===== config.mk =====
export PLATFORM = sky130hd
export DESIGN_NAME = jt053246_draw
export DESIGN_NICKNAME = d
export VERILOG_FILES = /design/src/rtl/jt053246_draw.sv
export SDC_FILE = /design/constraint.sdc
export NUM_CORES = 1
export LEC_CHECK = 0
export BUFFER_PORTS_ARGS = -buffer_cell sky130_fd_sc_hd__buf_4
export CAP_MARGIN = 20
export CORE_MARGIN = 2
export CORE_UTILIZATION = 50
export CTS_CLUSTER_SIZE = 24
export DETAILED_ROUTE_END_ITERATION = 8
export PLACE_DENSITY = 0.8
export SLEW_MARGIN = 10
export SYNTH_ARGS = -nofsm -noshare
export SYNTH_HDL_FRONTEND = slang
export SYNTH_SLANG_ARGS = --single-unit

===== constraint.sdc =====
create_clock -name clk -period 2.7 [get_ports clk]
set_clock_uncertainty 0.05 [all_clocks]
set_input_delay 0.54 -clock clk [delete_from_list [all_inputs] [get_ports clk]]
set_output_delay 0.54 -clock clk [all_outputs]
set_load 0.05 [all_outputs]

===== src/rtl/jt053246_draw.sv =====
// Sprite row drawer: fetches two 4bpp ROM words per tile row and writes opaque pixels to the line buffer.
// Define JT053246_DRAW_ZOOM_EN to enable horizontal zoom (hzoom/hz_keep); otherwise every tile is 16 pixels.
module jt053246_draw (
    input  logic        clk,
    input  logic        rst_n,
    input  logic        dr_start,
    output logic        dr_busy,
    input  logic [15:0] code,
    input  logic [9:0]  attr,
    input  logic [8:0]  hpos,
    input  logic        hflip,
    input  logic        vflip,
    input  logic [3:0]  ysub,
    input  logic [9:0]  hzoom,
    input  logic        hz_keep,
    output logic [22:2] rom_addr,
    output logic        rom_cs,
    input  logic [31:0] rom_data,
    input  logic        rom_ok,
    output logic [8:0]  buf_addr,
    output logic [13:0] buf_din,
    output logic        buf_we
);

    typedef enum logic [1:0] {IDLE, FETCH0, FETCH1, DRAW} state_t;

    state_t      state_q, state_d;
    logic        busy_q, busy_d;
    logic        rom_cs_q, rom_cs_d;
    logic        arm_q, arm_d;
    logic        hflip_q, hflip_d;
    logic        buf_we_q, buf_we_d;
    logic [20:0] rom_addr_q, rom_addr_d;
    logic [31:0] word0_q, word0_d;
    logic [31:0] word1_q, word1_d;
    logic [9:0]  attr_q, attr_d;
    logic [8:0]  x_q, x_d;
    logic [8:0]  buf_addr_q, buf_addr_d;
    logic [13:0] buf_din_q, buf_din_d;

    logic [3:0]  cur_idx, nxt_idx, pix_idx, pix_sel, pix;
    logic [63:0] pix_row;
    logic        last_pix;

`ifdef JT053246_DRAW_ZOOM_EN
    logic [10:0] src_q, src_d, src_nxt;
    logic [9:0]  hzeff_q, hzeff_d;

    assign src_nxt  = src_q + {1'b0, hzeff_q};
    assign cur_idx  = src_q[9:6];
    assign nxt_idx  = src_nxt[9:6];
    assign last_pix = src_nxt[10];
`else
    logic [3:0]  cnt_q, cnt_d;
    logic        unused_zoom;

    assign unused_zoom = ^{hzoom, hz_keep};
    assign cur_idx  = cnt_q;
    assign nxt_idx  = cnt_q + 4'd1;
    assign last_pix = &cnt_q;
`endif

    // The first pixel is emitted on the word-1 capture edge, straight from rom_data.
    assign pix_row = (state_q == DRAW) ? {word0_q, word1_q} : {word0_q, rom_data};
    assign pix_idx = (state_q == DRAW) ? nxt_idx : cur_idx;
    // Pixel i sits at bit 4*(15-i); for a 4-bit index 15-i is simply ~i.
    assign pix_sel = hflip_q ? pix_idx : ~pix_idx;
    assign pix     = pix_row[{pix_sel, 2'b00} +: 4];

    always_comb begin
        state_d    = state_q;
        busy_d     = busy_q;
        rom_cs_d   = rom_cs_q;
        arm_d      = arm_q;
        hflip_d    = hflip_q;
        buf_we_d   = 1'b0;
        rom_addr_d = rom_addr_q;
        word0_d    = word0_q;
        word1_d    = word1_q;
        attr_d     = attr_q;
        x_d        = x_q;
        buf_addr_d = buf_addr_q;
        buf_din_d  = buf_din_q;
`ifdef JT053246_DRAW_ZOOM_EN
        src_d      = src_q;
        hzeff_d    = hzeff_q;
`else
        cnt_d      = cnt_q;
`endif
        case (state_q)
            IDLE: begin
                if (dr_start) begin
                    state_d    = FETCH0;
                    busy_d     = 1'b1;
                    rom_cs_d   = 1'b1;
                    arm_d      = 1'b0;
                    rom_addr_d = {code, ysub ^ {4{vflip}}, 1'b0};
                    attr_d     = attr;
                    hflip_d    = hflip;
`ifdef JT053246_DRAW_ZOOM_EN
                    hzeff_d    = (hzoom < 10'h010) ? 10'h010 : hzoom;
                    src_d      = hz_keep ? src_q - 11'h400 : '0;
                    x_d        = hz_keep ? x_q : hpos;
`else
                    cnt_d      = '0;
                    x_d        = hpos;
`endif
                end
            end
            FETCH0: begin
                arm_d = 1'b1;
                if (arm_q && rom_ok) begin
                    word0_d       = rom_data;
                    rom_addr_d[0] = 1'b1;
                    arm_d         = 1'b0;
                    state_d       = FETCH1;
                end
            end
            FETCH1: begin
                arm_d = 1'b1;
                if (arm_q && rom_ok) begin
                    word1_d    = rom_data;
                    rom_cs_d   = 1'b0;
                    arm_d      = 1'b0;
                    state_d    = DRAW;
                    buf_we_d   = |pix;
                    buf_addr_d = x_q;
                    buf_din_d  = {attr_q, pix};
                end
            end
            DRAW: begin
                x_d = x_q + 9'd1;
`ifdef JT053246_DRAW_ZOOM_EN
                src_d = src_nxt;
`else
                cnt_d = nxt_idx;
`endif
                if (last_pix) begin
                    state_d = IDLE;
                    busy_d  = 1'b0;
                end else begin
                    buf_we_d   = |pix;
                    buf_addr_d = x_q + 9'd1;
                    buf_din_d  = {attr_q, pix};
                end
            end
            default: state_d = IDLE;
        endcase
    end

    always_ff @(posedge clk or negedge rst_n) begin
        if (!rst_n) begin
            state_q    <= IDLE;
            busy_q     <= 1'b0;
            rom_cs_q   <= 1'b0;
            arm_q      <= 1'b0;
            hflip_q    <= 1'b0;
            buf_we_q   <= 1'b0;
            rom_addr_q <= '0;
            word0_q    <= '0;
            word1_q    <= '0;
            attr_q     <= '0;
            x_q        <= '0;
            buf_addr_q <= '0;
            buf_din_q  <= '0;
`ifdef JT053246_DRAW_ZOOM_EN
            src_q      <= '0;
            hzeff_q    <= '0;
`else
            cnt_q      <= '0;
`endif
        end else begin
            state_q    <= state_d;
            busy_q     <= busy_d;
            rom_cs_q   <= rom_cs_d;
            arm_q      <= arm_d;
            hflip_q    <= hflip_d;
            buf_we_q   <= buf_we_d;
            rom_addr_q <= rom_addr_d;
            word0_q    <= word0_d;
            word1_q    <= word1_d;
            attr_q     <= attr_d;
            x_q        <= x_d;
            buf_addr_q <= buf_addr_d;
            buf_din_q  <= buf_din_d;
`ifdef JT053246_DRAW_ZOOM_EN
            src_q      <= src_d;
            hzeff_q    <= hzeff_d;
`else
            cnt_q      <= cnt_d;
`endif
        end
    end

    assign dr_busy  = busy_q;
    assign rom_cs   = rom_cs_q;
    assign rom_addr = rom_addr_q;
    assign buf_we   = buf_we_q;
    assign buf_addr = buf_addr_q;
    assign buf_din  = buf_din_q;

endmodule


* Word level (Yosys, flattened, before mapping) *
Cells that the tools add are included.

cells by class
  add/subtract/negate cells = 2
  equal/unequal tests = 8
  shift-type cells = 1
  muxes and demuxes = 32
  bitwise operators = 2
  reduce and logical (&&, ||, !) cells = 20

operator list
  kind                                                              number
  64-bit by 7-bit indexed part select with 4-bit output             1
  9-bit one-hot mux with 2 select lines                             2
  32-bit 2-to-1 mux                                                 1
  14-bit 2-to-1 mux                                                 2
  14-bit one-hot mux with 2 select lines                            1
  9-bit 2-to-1 mux                                                  3
  4-bit 2-to-1 mux                                                  3
  3-bit AND reduction                                               4
  2-bit inequality test (second input constant)                     5
  1-bit one-hot mux with 2 select lines                             5
  2-bit AND reduction                                               5
  2-bit nonzero test                                                5
  9-bit by 1-bit adder with 9-bit output (second input constant)    1
  1-bit 2-to-1 mux                                                  9
  2-bit 2-to-1 mux                                                  4
  2-bit one-hot mux with 4 select lines                             1
  4-bit one-hot mux with 2 select lines                             1
  4-bit AND reduction                                               2
  4-bit by 1-bit adder with 4-bit output (second input constant)    1
  2-bit == test (second input constant)                             2
  4-bit inverter                                                    1
  4-bit OR reduction                                                1
  4-bit bitwise XOR                                                 1
  2-bit by 1-bit == test with 1-bit output (second input constant)  1
  other kinds (3)                                                   3

storage, ports and cells
  register bits after elaboration = 138
  bits of input ports = 88
  output and inout port bits = 47
  word-level logic and storage cells = 80

* Depth between registers and ports, before layout *
Gate-level depths: netlist of the first run.

  word-level depth = 8
  gate-level depth with buffers = 11
  depth with buffers taken out = 9

* Worst setup path before layout of the first run *
Ideal clock, no wire load.

  path kind = reg2reg
  from = reg state_q[0]
  to = reg buf_we_q (netlist: buf_we)
  library setup time = 129 ps
  arrival = 2757 ps
  data required time = 2521 ps
  setup slack = -236 ps
  cell stages (with the launch flop) = 10
  buffers on the path = 0
  clock period less this slack = 2936 ps
  path through = dfrtp_1 -> ha_1 -> ha_1 -> xor2_2 -> mux4_2 -> nor2b_1 -> a211oi_1 -> or4_1 -> o221ai_1 -> o41a_1

on the way
  cells in the longest elaborated chain, start to end = 8
  elaborated cells on any way between the ends = 11
  those cells by class = eq/ne: 2; shift: 1; mux: 6; bitwise: 1; reduce/logical: 1

ends and longest elaborated chain
  item                                                   RTL line    RTL
  start, declared                                        27          state_t state_q, state_d;
  start signal, assigned                                 173         state_q <= state_d;
  2-bit == test                                          64, 65, 90
  4-bit 2-to-1 mux                                       65          assign pix_idx = (state_q == DRAW) ? nxt_idx : cur_idx;
  4-bit inverter                                         67          assign pix_sel = hflip_q ? pix_idx : ~pix_idx;
  4-bit 2-to-1 mux                                       67
  64-bit by 7-bit indexed part select with 4-bit output  68          assign pix = pix_row[{pix_sel, 2'b00} +: 4];
  4-bit OR reduction                                     126, 142
  1-bit 2-to-1 mux (on tied branches)                    138, 121
  1-bit one-hot mux with 2 select lines (*)              90          case (state_q)
  via buf_we_d                                           32          logic buf_we_q, buf_we_d;
  end signal, assigned                                   178         buf_we_q <= buf_we_d;
  end, declared                                          32

Mark *: on every way through the listed nets, which the timed path passes. The rest lies on a longest branch.
A chain may end at the register's enable or synchronous reset.

* Worst setup path in the final report of the first run *
  from = reg cnt_q[1]
  to = reg buf_we_q (netlist: buf_we)

on the way
  cells in the longest elaborated chain, start to end = 8
  elaborated cells on any way between the ends = 10
  those cells by class = add/sub: 1; shift: 1; mux: 5; bitwise: 1; reduce/logical: 2

ends and longest elaborated chain
  item                                                   RTL line  RTL
  start, declared                                        54        logic [3:0] cnt_q, cnt_d;
  start signal, assigned                                 190       cnt_q <= cnt_d;
  4-bit by 1-bit adder with 4-bit output                 59        assign nxt_idx = cnt_q + 4'd1;
  4-bit 2-to-1 mux                                       65
  4-bit inverter                                         67
  4-bit 2-to-1 mux                                       67
  64-bit by 7-bit indexed part select with 4-bit output  68
  4-bit OR reduction                                     126, 142
  1-bit 2-to-1 mux (on tied branches)                    138, 121
  1-bit one-hot mux with 2 select lines (*)              90
  via buf_we_d                                           32

Marks and branches as above.

==> results of run 1 <==
placed cells by master (no fill, tap or decap), types with 3 or more instances in the layout:
master	count
nand2_1	33
nor4_2	3
o22a_1	3
nand3_1	23
nor3_1	12
clkbuf_16	17
xor2_1	6
clkinv_4	3
and3_1	3
nor2b_1	4
ha_1	4
o21ai_0	19
mux4_2	11
clkinv_2	3
a21oi_1	26
nand4_1	8
mux2i_1	49
buf_4	175
xnor2_1	11
o22ai_1	8
nor3b_1	12
mux2_2	106
buf_6	3
a22oi_1	3
dfrtp_1	138
inv_1	9
ha_4	3
a31oi_1	3
and3b_1	3
o211ai_1	7
nor2_1	24
bufinv_16	3
nand2b_1	3
metal layers:
metal	vias to the layer above	wire [um]	track usage, %
met5	-	0	0
met4	0	604	10.9
met3	49	800	5.11
met2	194	9760	42.3
met1	2890	7410	29.5
li1	2593	-	-
critical path: stages, from the launching register on:
cell,delay [ns]
dfrtp_1,0.40
buf_4,0.24
xnor2_1,0.31
buf_4,0.19
mux2i_1,0.28
mux4_2,0.29
a221oi_2,0.07
nor4_2,0.38
buf_4,0.18
inv_1,0.04
o41a_1,0.39
stage by stage:
| step | total power, uW | instances | setup TNS [ns] |
|---|---|---|---|
| final | 14600 | 971 | -0.363 |
| after detailed placement | 11800 | 936 | -0.564 |
| after global routing | 15400 | 971 | -0.613 |
| after floorplan | 9260 | 620 | 0 |
| after CTS | 14400 | 967 | -0.398 |
| after global placement | 11400 | 936 | -0.373 |
flip-flops by register name (all words and copies together), names as in the netlist:
| register | count |
|---|---|
| word0_q | 32 |
| buf_we | 1 |
| rom_addr | 21 |
| hflip_q | 1 |
| x_q | 9 |
| arm_q | 1 |
| state_q | 2 |
| buf_addr | 9 |
| cnt_q | 4 |
| word1_q | 32 |
| rom_cs | 1 |
| buf_din | 14 |
| attr_q | 10 |
| dr_busy | 1 |
cell type report:
class                           instances  area (um^2)
Inverter                                9         33.8
Fill cell                            1015         4920
Tap cell                              184          230
Timing Repair Buffer                  180         1380
Clock inverter                         11          146
Multi-Input combinational cell        429         3750
Clock buffer                           20          457
Sequential cell                       138         3450
kinds of logic after synthesis:
logic type | after synthesis
buffers and inverters | 53
adder cells (fa/ha/maj) | 7
AO/OA/AOI/OAI | 91
multiplexers | 170
AND/OR/NAND/NOR | 139
flip-flops | 138
XOR/XNOR | 22
final timing paths:
check,cells past startpoint,endpoint,slack [ns],start
max,10,buf_we$_DFF_PN0_,-0.24,cnt_q[1]$_DFFE_PN0P_
min reg2reg,1,buf_din[6]$_DFFE_PN0P_,0.44,attr_q[2]$_DFFE_PN0P_
min,1,word0_q[14]$_DFFE_PN0P_,0.03,rst_n
max in group asynchronous,2,x_q[5]$_DFFE_PN0P_,1.89,rst_n
max reg2reg,10,buf_we$_DFF_PN0_,-0.24,cnt_q[1]$_DFFE_PN0P_
min in group clk,2,rom_addr[10]$_DFFE_PN0P_,0.29,code[3]
where the power goes:
group / internal [uW] / leakage, uW / switching, uW
registers: 3100 / 0.00164 / 758
clock network: 1490 / 0.000292 / 880
logic: 3850 / 0.00226 / 4530
repair_timing:
action | 4_1_cts | 5_1_grt
setup buffers | 0 | 4
pin swaps | 2 | 3
endpoints found under the setup margin | 5 | 5
gates resized for setup | 13 | 12
hold endpoints to repair | 0 | 0
==> impl_metrics.csv, run 1 <==
group,metric,value,unit
sta,tightest_slew,0.773,ns
final_layout,fin_area,9450,um^2
power_and_ir_drop,ir_drop,737,uV
logic_synthesis,synth_area,7290,um^2
cts,cts_made_buffers,17,
sta,rsz0062_at_grt,"yes",
power_and_ir_drop,p_per_area,1550,nW/um^2
sta,hold_slack,0.0325,ns
placement,gp_congestion,0.880,
floorplanning,rows,44,
floorplanning,io_pins,135,
detailed_routing,postRouteAntennaNets,0,
worst_setup_path,critPathMaxFanout,18,
sta,maxSlewViolCount,0,
global_routing,track_usage,24.5,%
floorplanning,dieArea,15600,um^2
placement,dpl.hpwl,13000,um
worst_setup_path,cp-start-kind,"flop",
final_layout,fin_util,65.8,%
job,maxCapViolCount,0,
detailed_routing,dr.pass1.iters,5,
logic_synthesis,ys.flop_type,"dfrtp_1",
global_routing,grt_max_degree,61,
logic_synthesis,synth_most_common_cell,"dfrtp_1",
logic_synthesis,postSynth.asyncResetShare,100,%
placement,placed_cell_area,8700,um^2
floorplanning,start_util,50.7,%
status,status,"finished with violations",
detailed_routing,avgRoutedWirePerCell,19.1,um
worst_setup_path,crit_type,"reg2reg",
logic_synthesis,yosysSeqAreaShare,47.4,%
worst_hold_path,min_path_type,"in2async",
sta,layout_min_cycle_time,2.94,ns
cts,h-tree-depth,4,
logic_synthesis,synthAdderAreaFrac,1.20,%
logic_synthesis,netlist_instances,620,
status,violations,"negative setup slack",
sta,hold_violations,0,
global_routing,grt_pass1_vias,5991,
power_and_ir_drop,p_leak,0.00419,uW
cts,cts.sinks,138,
placement,dp_slack,-0.320,ns
logic_synthesis,synthXorXnorAreaFrac,3.23,%
logic_synthesis,synth_compound_area_share,8.02,%
global_routing,antenna_found_initial,0,
worst_setup_path,crit_required,2.95,ns
logic_synthesis,synth_top_area_share,47.4,%
detailed_routing,vias_per_cell,5.90,
detailed_routing,vias,5726,
sta,setup_viol,3,
cts,path_clk_slew,0.06,ns
final_layout,fin_nets,870,
logic_synthesis,yosys.area_share.simple,9.73,%
logic_synthesis,synth-seq-cells,138,
final_layout,drive_gt1_share,44.9,%
floorplanning,die_w,125,um
placement,io_buffers,123,
final_layout,area_delta_synth_final,29.6,%
global_routing,grt_pass1_wl,30400,um
sta,max_slew_margin,48.1,%
logic_synthesis,synth.top_cells.by_area,"dfrtp_1, mux2_2, mux2i_1",
worst_setup_path,critPathCaptureType,"flop",
cts,root_buffer,"clkbuf_16",
logic_synthesis,synth_top_family_by_area,"multiplexers",
logic_synthesis,yosys-top-cells-count,"dfrtp_1, mux2_2, mux2i_1",
cts,cts.path.max_buffers,2,
logic_synthesis,synth_cell_types,51,
floorplanning,fp.dieH,125,um
floorplanning,fp.coreArea,14400,um^2
cts,postCtsHoldBufs,0,
detailed_routing,drt_iter0_markers,434,
cts,cts_tree,"yes",
logic_synthesis,synth_nets,715,
logic_synthesis,syn_avg_cell_area,11.8,um^2
sta,max_freq,340,MHz
detailed_routing,wl,18600,um
global_routing,grt_remaining_overflow,0,
final_layout,n_antenna_cell,0,
detailed_routing,drc,0,
logic_synthesis,synth_top_area_cell,"dfrtp_1",
worst_setup_path,arrival,3.19,ns
cts,clock_latency,0.42,ns
logic_synthesis,ys_warn_count,0,
logic_synthesis,synthMuxAreaShare,27.3,%
logic_synthesis,synth_edf_count,0,
sta,fin_ws,-0.239,ns
sta,finalCritPeriodShare,109,%
(Power assumes the default switching activity.)
==> inputs of run 2 (changes only) <==
Settings changed: SKIP_LAST_GASP set to 1.
==> run 2 against run 1 <==
- the flow still finishes with violations (negative setup slack)
- routed wire length fell by 1.6%
- flip-flop and latch count unchanged
- global-route usage hardly changed
- sequential share of layout area is 0.20 points higher
- register-to-register slack improved by 0.02 ns
- combinational power decreased by 1%
- via count decreased by 0.42%
- worst setup slack gained 0.023 ns
- core utilization down 0.36 points
- clock-buffer cell count stayed put
- die area stayed put
- total power down 0.93%
- largest cell class unchanged
==> impl_metrics.csv, run 2 (synthesis gave the netlist of run 1 again) <==
group,metric,value,unit
cts,cts.path.max_buffers,2,
worst_hold_path,min_path_type,"in2async",
sta,max_slew_margin,48.5,%
worst_setup_path,r2r_setup_slack,-0.22,ns
worst_setup_path,crit_required,2.95,ns
global_routing,antenna_found_initial,0,
sta,max_freq,343,MHz
detailed_routing,postRouteAntennaNets,0,
placement,io_buffers,123,
global_routing,grt_remaining_overflow,0,
power_and_ir_drop,p_per_area,1540,nW/um^2
global_routing,grt_pass1_wl,30400,um
placement,dp_slack,-0.320,ns
cts,cts_made_buffers,17,
final_layout,fin_util,65.4,%
worst_setup_path,crit_type,"reg2reg",
placement,dp_cells,936,
status,status,"finished with violations",
final_layout,fin_area,9400,um^2
global_routing,track_usage,24.5,%
sta,fin_ws,-0.216,ns
floorplanning,io_pins,135,
final_layout,final.fill_count,1024,
cts,root_buffer,"clkbuf_16",
floorplanning,dieArea,15600,um^2
cts,clock_latency,0.42,ns
sta,tightest_slew,0.768,ns
placement,placed_cell_area,8700,um^2
cts,cts_tree,"yes",
final_layout,drive_gt1_share,43.9,%
placement,dpl.hpwl,13000,um
cts,path_clk_slew,0.06,ns
worst_setup_path,r2r_start,"state_q[1]$_DFFE_PN0P_",
global_routing,grt_pass1_vias,5989,
sta,maxSlewViolCount,0,
detailed_routing,drt_iter0_markers,473,
worst_setup_path,critPathMaxFanout,6,
floorplanning,fp.dieH,125,um
final_layout,n_antenna_cell,0,
detailed_routing,vias,5702,
cts,cts.sinks,138,
detailed_routing,wl,18300,um
detailed_routing,avgRoutedWirePerCell,18.9,um
final_layout,area_delta_synth_final,28.9,%
job,maxCapViolCount,0,
detailed_routing,dr.pass1.iters,5,
sta,setup_viol,3,
sta,finalCritPeriodShare,108,%
power_and_ir_drop,p_leak,0.00417,uW
worst_setup_path,reg2reg_depth,10,
sta,rsz0062_at_grt,"yes",
final_layout,final_cell_mix,"buf_4, dfrtp_1, mux2_2, mux2i_1, nand2_1",
final_layout,instances_no_fill,969,
power_and_ir_drop,ir_drop,738,uV
floorplanning,start_util,50.7,%
floorplanning,rows,44,
worst_setup_path,critPathCaptureType,"flop",
worst_setup_path,cp-start-kind,"flop",
global_routing,grt_max_degree,61,
detailed_routing,vias_per_cell,5.88,
sta,fin_setup_tns,-0.355,ns
final_layout,fin_nets,868,
floorplanning,fp.coreArea,14400,um^2
status,violations,"negative setup slack",
worst_setup_path,arrival,3.17,ns
worst_setup_path,r2r_end,"buf_we$_DFF_PN0_",
final_layout,layout_commonest_cell,"buf_4",
sta,layout_min_cycle_time,2.92,ns
cts,h-tree-depth,4,
floorplanning,die_w,125,um
sta,hold_violations,0,
detailed_routing,drc,0,
placement,gp_congestion,0.880,
-- run 2: final cells by class --
type                            instances  area (um^2)  area share [%]
Inverter                                9         33.8           0.359
Sequential cell                       138         3450            36.7
Tap cell                              184          230            2.45
Multi-Input combinational cell        429         3720            39.6
Timing Repair Buffer                  178         1360            14.5
Clock inverter                         11          146            1.56
Clock buffer                           20          457            4.86
-- run 2: metrics by stage --
stage / hold slack [ns] / power (uW)
CTS: 0.0434 / 14400
floorplan: 0.194 / 9260
global route: 0.0751 / 15300
detailed placement: 0.433 / 11800
global placement: 0.419 / 11400
finish: 0.0355 / 14500
-- run 2: worst max-delay path: stages (launching register included) --
cell and delay (ns):
dfrtp_1 0.41, ha_4 0.18, ha_4 0.29, xor2_4 0.31, mux4_2 0.38, mux2i_1 0.16, nor3_1 0.08, nor4_2 0.33
buf_4 0.18, inv_1 0.04, o41a_1 0.39
-- run 2: how the worst max path moves through the flow --
| stage | startpoint | end | slack, ns | depth (start not counted) |
|---|---|---|---|---|
| 2_1_floorplan | state_q[0]$_DFFE_PN0P_ | buf_we$_DFF_PN0_ | 0.03 | 9 |
| 3_3_place_gp | state_q[1]$_DFFE_PN0P_ | buf_we$_DFF_PN0_ | -0.27 | 10 |
| 3_5_place_dp | state_q[1]$_DFFE_PN0P_ | buf_we$_DFF_PN0_ | -0.32 | 10 |
| 4_1_cts | state_q[1]$_DFFE_PN0P_ | buf_we$_DFF_PN0_ | -0.28 | 10 |
| 5_1_grt | cnt_q[0]$_DFFE_PN0P_ | buf_we$_DFF_PN0_ | -0.35 | 13 |
| 6_report | state_q[1]$_DFFE_PN0P_ | buf_we$_DFF_PN0_ | -0.22 | 10 |
-- run 2: power by group --
group | internal, uW | switching [uW]
clock | 1490 | 878
combinational | 3780 | 4480
sequential | 3100 | 745
total | 8380 | 6100
-- run 2: repair_timing --
action,4_1_cts,5_1_grt
cloned,0,0
hold buffers,0,0
pin swaps,2,3
resized for setup,12,4
buffers inserted,0,2
endpoints found under the setup margin,5,5
-- run 2: metal layers --
metal  vias to the layer above  GRT usage (%)  routed length (um)
met5                         -              0                   0
met4                         0           10.9                 554
met3                        46           5.11                 719
met2                       183           42.3                9660
met1                      2873           29.5                7340
li1                       2600              -                   -
==> inputs of run 3 (changes only) <==
Settings changed: RECOVER_POWER set to 50.
==> run 3 against run 2 <==
- the run ends with max-capacitance violations, max-slew violations, negative setup slack left
- combinational power shrank 2%
- design area fell by 1.2%
- non-clock buffer count unchanged
- register-to-register slack hardly changed
- clock-buffer cell count is the same
- core utilization fell by 0.77 points
- sequential power is essentially flat
- largest cell class unchanged
- total power decreased by 1.0%
- global-route usage unchanged
- highest routed layer unchanged
- critical path depth unchanged
- final cell count stayed put
- sequential share of layout area is 0.44 points higher
==> impl_metrics.csv, run 3 (synthesis gave the netlist of run 1 again) <==
group,metric,value,unit
floorplanning,start_util,50.7,%
final_layout,area_delta_synth_final,27.4,%
sta,layout_min_cycle_time,2.91,ns
power_and_ir_drop,ir_drop,738,uV
placement,dpl.hpwl,13000,um
global_routing,grt_pass1_vias,5989,
worst_setup_path,worst_path_most_repeated_cell,"ha_4",
global_routing,grt_remaining_overflow,0,
placement,placed_cell_area,8700,um^2
cts,path_clk_slew,0.06,ns
sta,fin_setup_tns,-0.360,ns
final_layout,n_antenna_cell,0,
sta,setup_viol,3,
detailed_routing,wl,18300,um
detailed_routing,drt_iter0_markers,473,
final_layout,final_cell_mix,"buf_4, dfrtp_1, mux2_2, mux2i_1, nand2_1",
worst_setup_path,critPathCaptureType,"flop",
worst_setup_path,crit_slowest_cell,"dfrtp_1",
sta,finalCritPeriodShare,108,%
detailed_routing,postRouteAntennaNets,0,
floorplanning,fp.dieH,125,um
cts,cts_tree,"yes",
final_layout,fin_area,9290,um^2
worst_setup_path,crit_required,2.95,ns
floorplanning,die_w,125,um
global_routing,grt_max_degree,61,
floorplanning,fp.coreArea,14400,um^2
floorplanning,dieArea,15600,um^2
worst_setup_path,cpPeakStageDelay,0.41,ns
final_layout,fin_nets,868,
final_layout,layout_commonest_cell,"buf_4",
power_and_ir_drop,p_per_area,1540,nW/um^2
placement,io_buffers,123,
detailed_routing,avgRoutedWirePerCell,18.9,um
placement,gp_congestion,0.880,
global_routing,track_usage,24.5,%
floorplanning,rows,44,
floorplanning,io_pins,135,
detailed_routing,dr.pass1.iters,5,
sta,tightest_slew,1.53,ns
detailed_routing,vias,5724,
power_and_ir_drop,p_leak,0.00407,uW
status,violations,"max-capacitance violations, max-slew violations, negative setup slack",
cts,clock_latency,0.42,ns
job,maxCapViolCount,1,
sta,fin_ws,-0.214,ns
sta,max_slew_margin,-2.05,%
cts,cts.path.max_buffers,2,
sta,max_freq,343,MHz
worst_setup_path,critPathMaxFanout,6,
worst_setup_path,cp-start-kind,"flop",
cts,cts_made_buffers,17,
sta,rsz0062_at_grt,"yes",
sta,hold_slack,0.296,ns
cts,root_buffer,"clkbuf_16",
worst_hold_path,min_path_type,"in2reg",
worst_setup_path,cpLargestDelayFamily,"multiplexers",
final_layout,fin_util,64.6,%
detailed_routing,drc,0,
global_routing,grt_pass1_wl,30400,um
final_layout,drive_gt1_share,40.9,%
cts,h-tree-depth,4,
detailed_routing,vias_per_cell,5.91,
sta,maxSlewViolCount,61,
worst_setup_path,crit_type,"reg2reg",
sta,hold_violations,0,
worst_setup_path,worstPathCellList,"ha_4, ha_4, xor2_4, mux4_2, mux2i_1, nor3_1, nor4_2, buf_4, inv_1, o41a_1",
worst_setup_path,arrival,3.16,ns
worst_setup_path,crit_buf_inv,2,
global_routing,antenna_found_initial,0,
status,status,"finished with violations",
cts,cts.sinks,138,
run 3: repair_timing:
action                                  in CTS  in global routing
endpoints found under the setup margin       5                  5
setup buffers                                0                  2
hold buffers                                 0                  0
resized for setup                           12                  4
pin swaps                                    2                  3
run 3: where the power goes:
part           switching, uW  total (uW)  internal [uW]
logic                   4480        8120           3640
registers                741        3850           3100
clock network            874        2370           1490
total                   6090       14300           8240
run 3: routing by layer:
layer | track usage (%) | part of all wire, % | vias to the layer above | wire length (um)
met5 | 0 | 0 | - | 0
met4 | 10.9 | 3.1 | 0 | 560
met3 | 5.11 | 4.1 | 45 | 757
met2 | 42.3 | 52 | 197 | 9610
met1 | 29.5 | 40 | 2887 | 7400
li1 | - | - | 2595 | -
run 3: worst paths after layout:
path | startpoint | depth (start not counted) | end | slack [ns]
max | state_q[1]$_DFFE_PN0P_ | 10 | buf_we$_DFF_PN0_ | -0.21
min | code[3] | 2 | rom_addr[10]$_DFFE_PN0P_ | 0.30
max in group asynchronous | rst_n | 2 | word1_q[26]$_DFFE_PN0P_ | 0.59
max reg2reg | state_q[1]$_DFFE_PN0P_ | 10 | buf_we$_DFF_PN0_ | -0.21
min reg2reg | rom_addr[5]$_DFFE_PN0P_ | 2 | rom_addr[5]$_DFFE_PN0P_ | 0.44
min in group asynchronous | rst_n | 1 | word0_q[14]$_DFFE_PN0P_ | 0.42
run 3: area by class of cell:
| type | count | area, um^2 |
|---|---|---|
| clock buffer | 20 | 457 |
| clock inverter | 11 | 146 |
| fill | 1045 | 5080 |
| inverter | 9 | 33.8 |
| multi-input combinational | 429 | 3720 |
| sequential | 138 | 3450 |
| tap | 184 | 230 |
| timing repair buffer | 178 | 1250 |
run 3: through the flow:
step | power [uW] | cells | setup slack [ns]
floorplan | 9260 | 620 | 0.0336
global route | 15200 | 969 | -0.354
detailed placement | 11800 | 936 | -0.320
CTS | 14400 | 967 | -0.282
global placement | 11400 | 936 | -0.269
finish | 14300 | 969 | -0.214
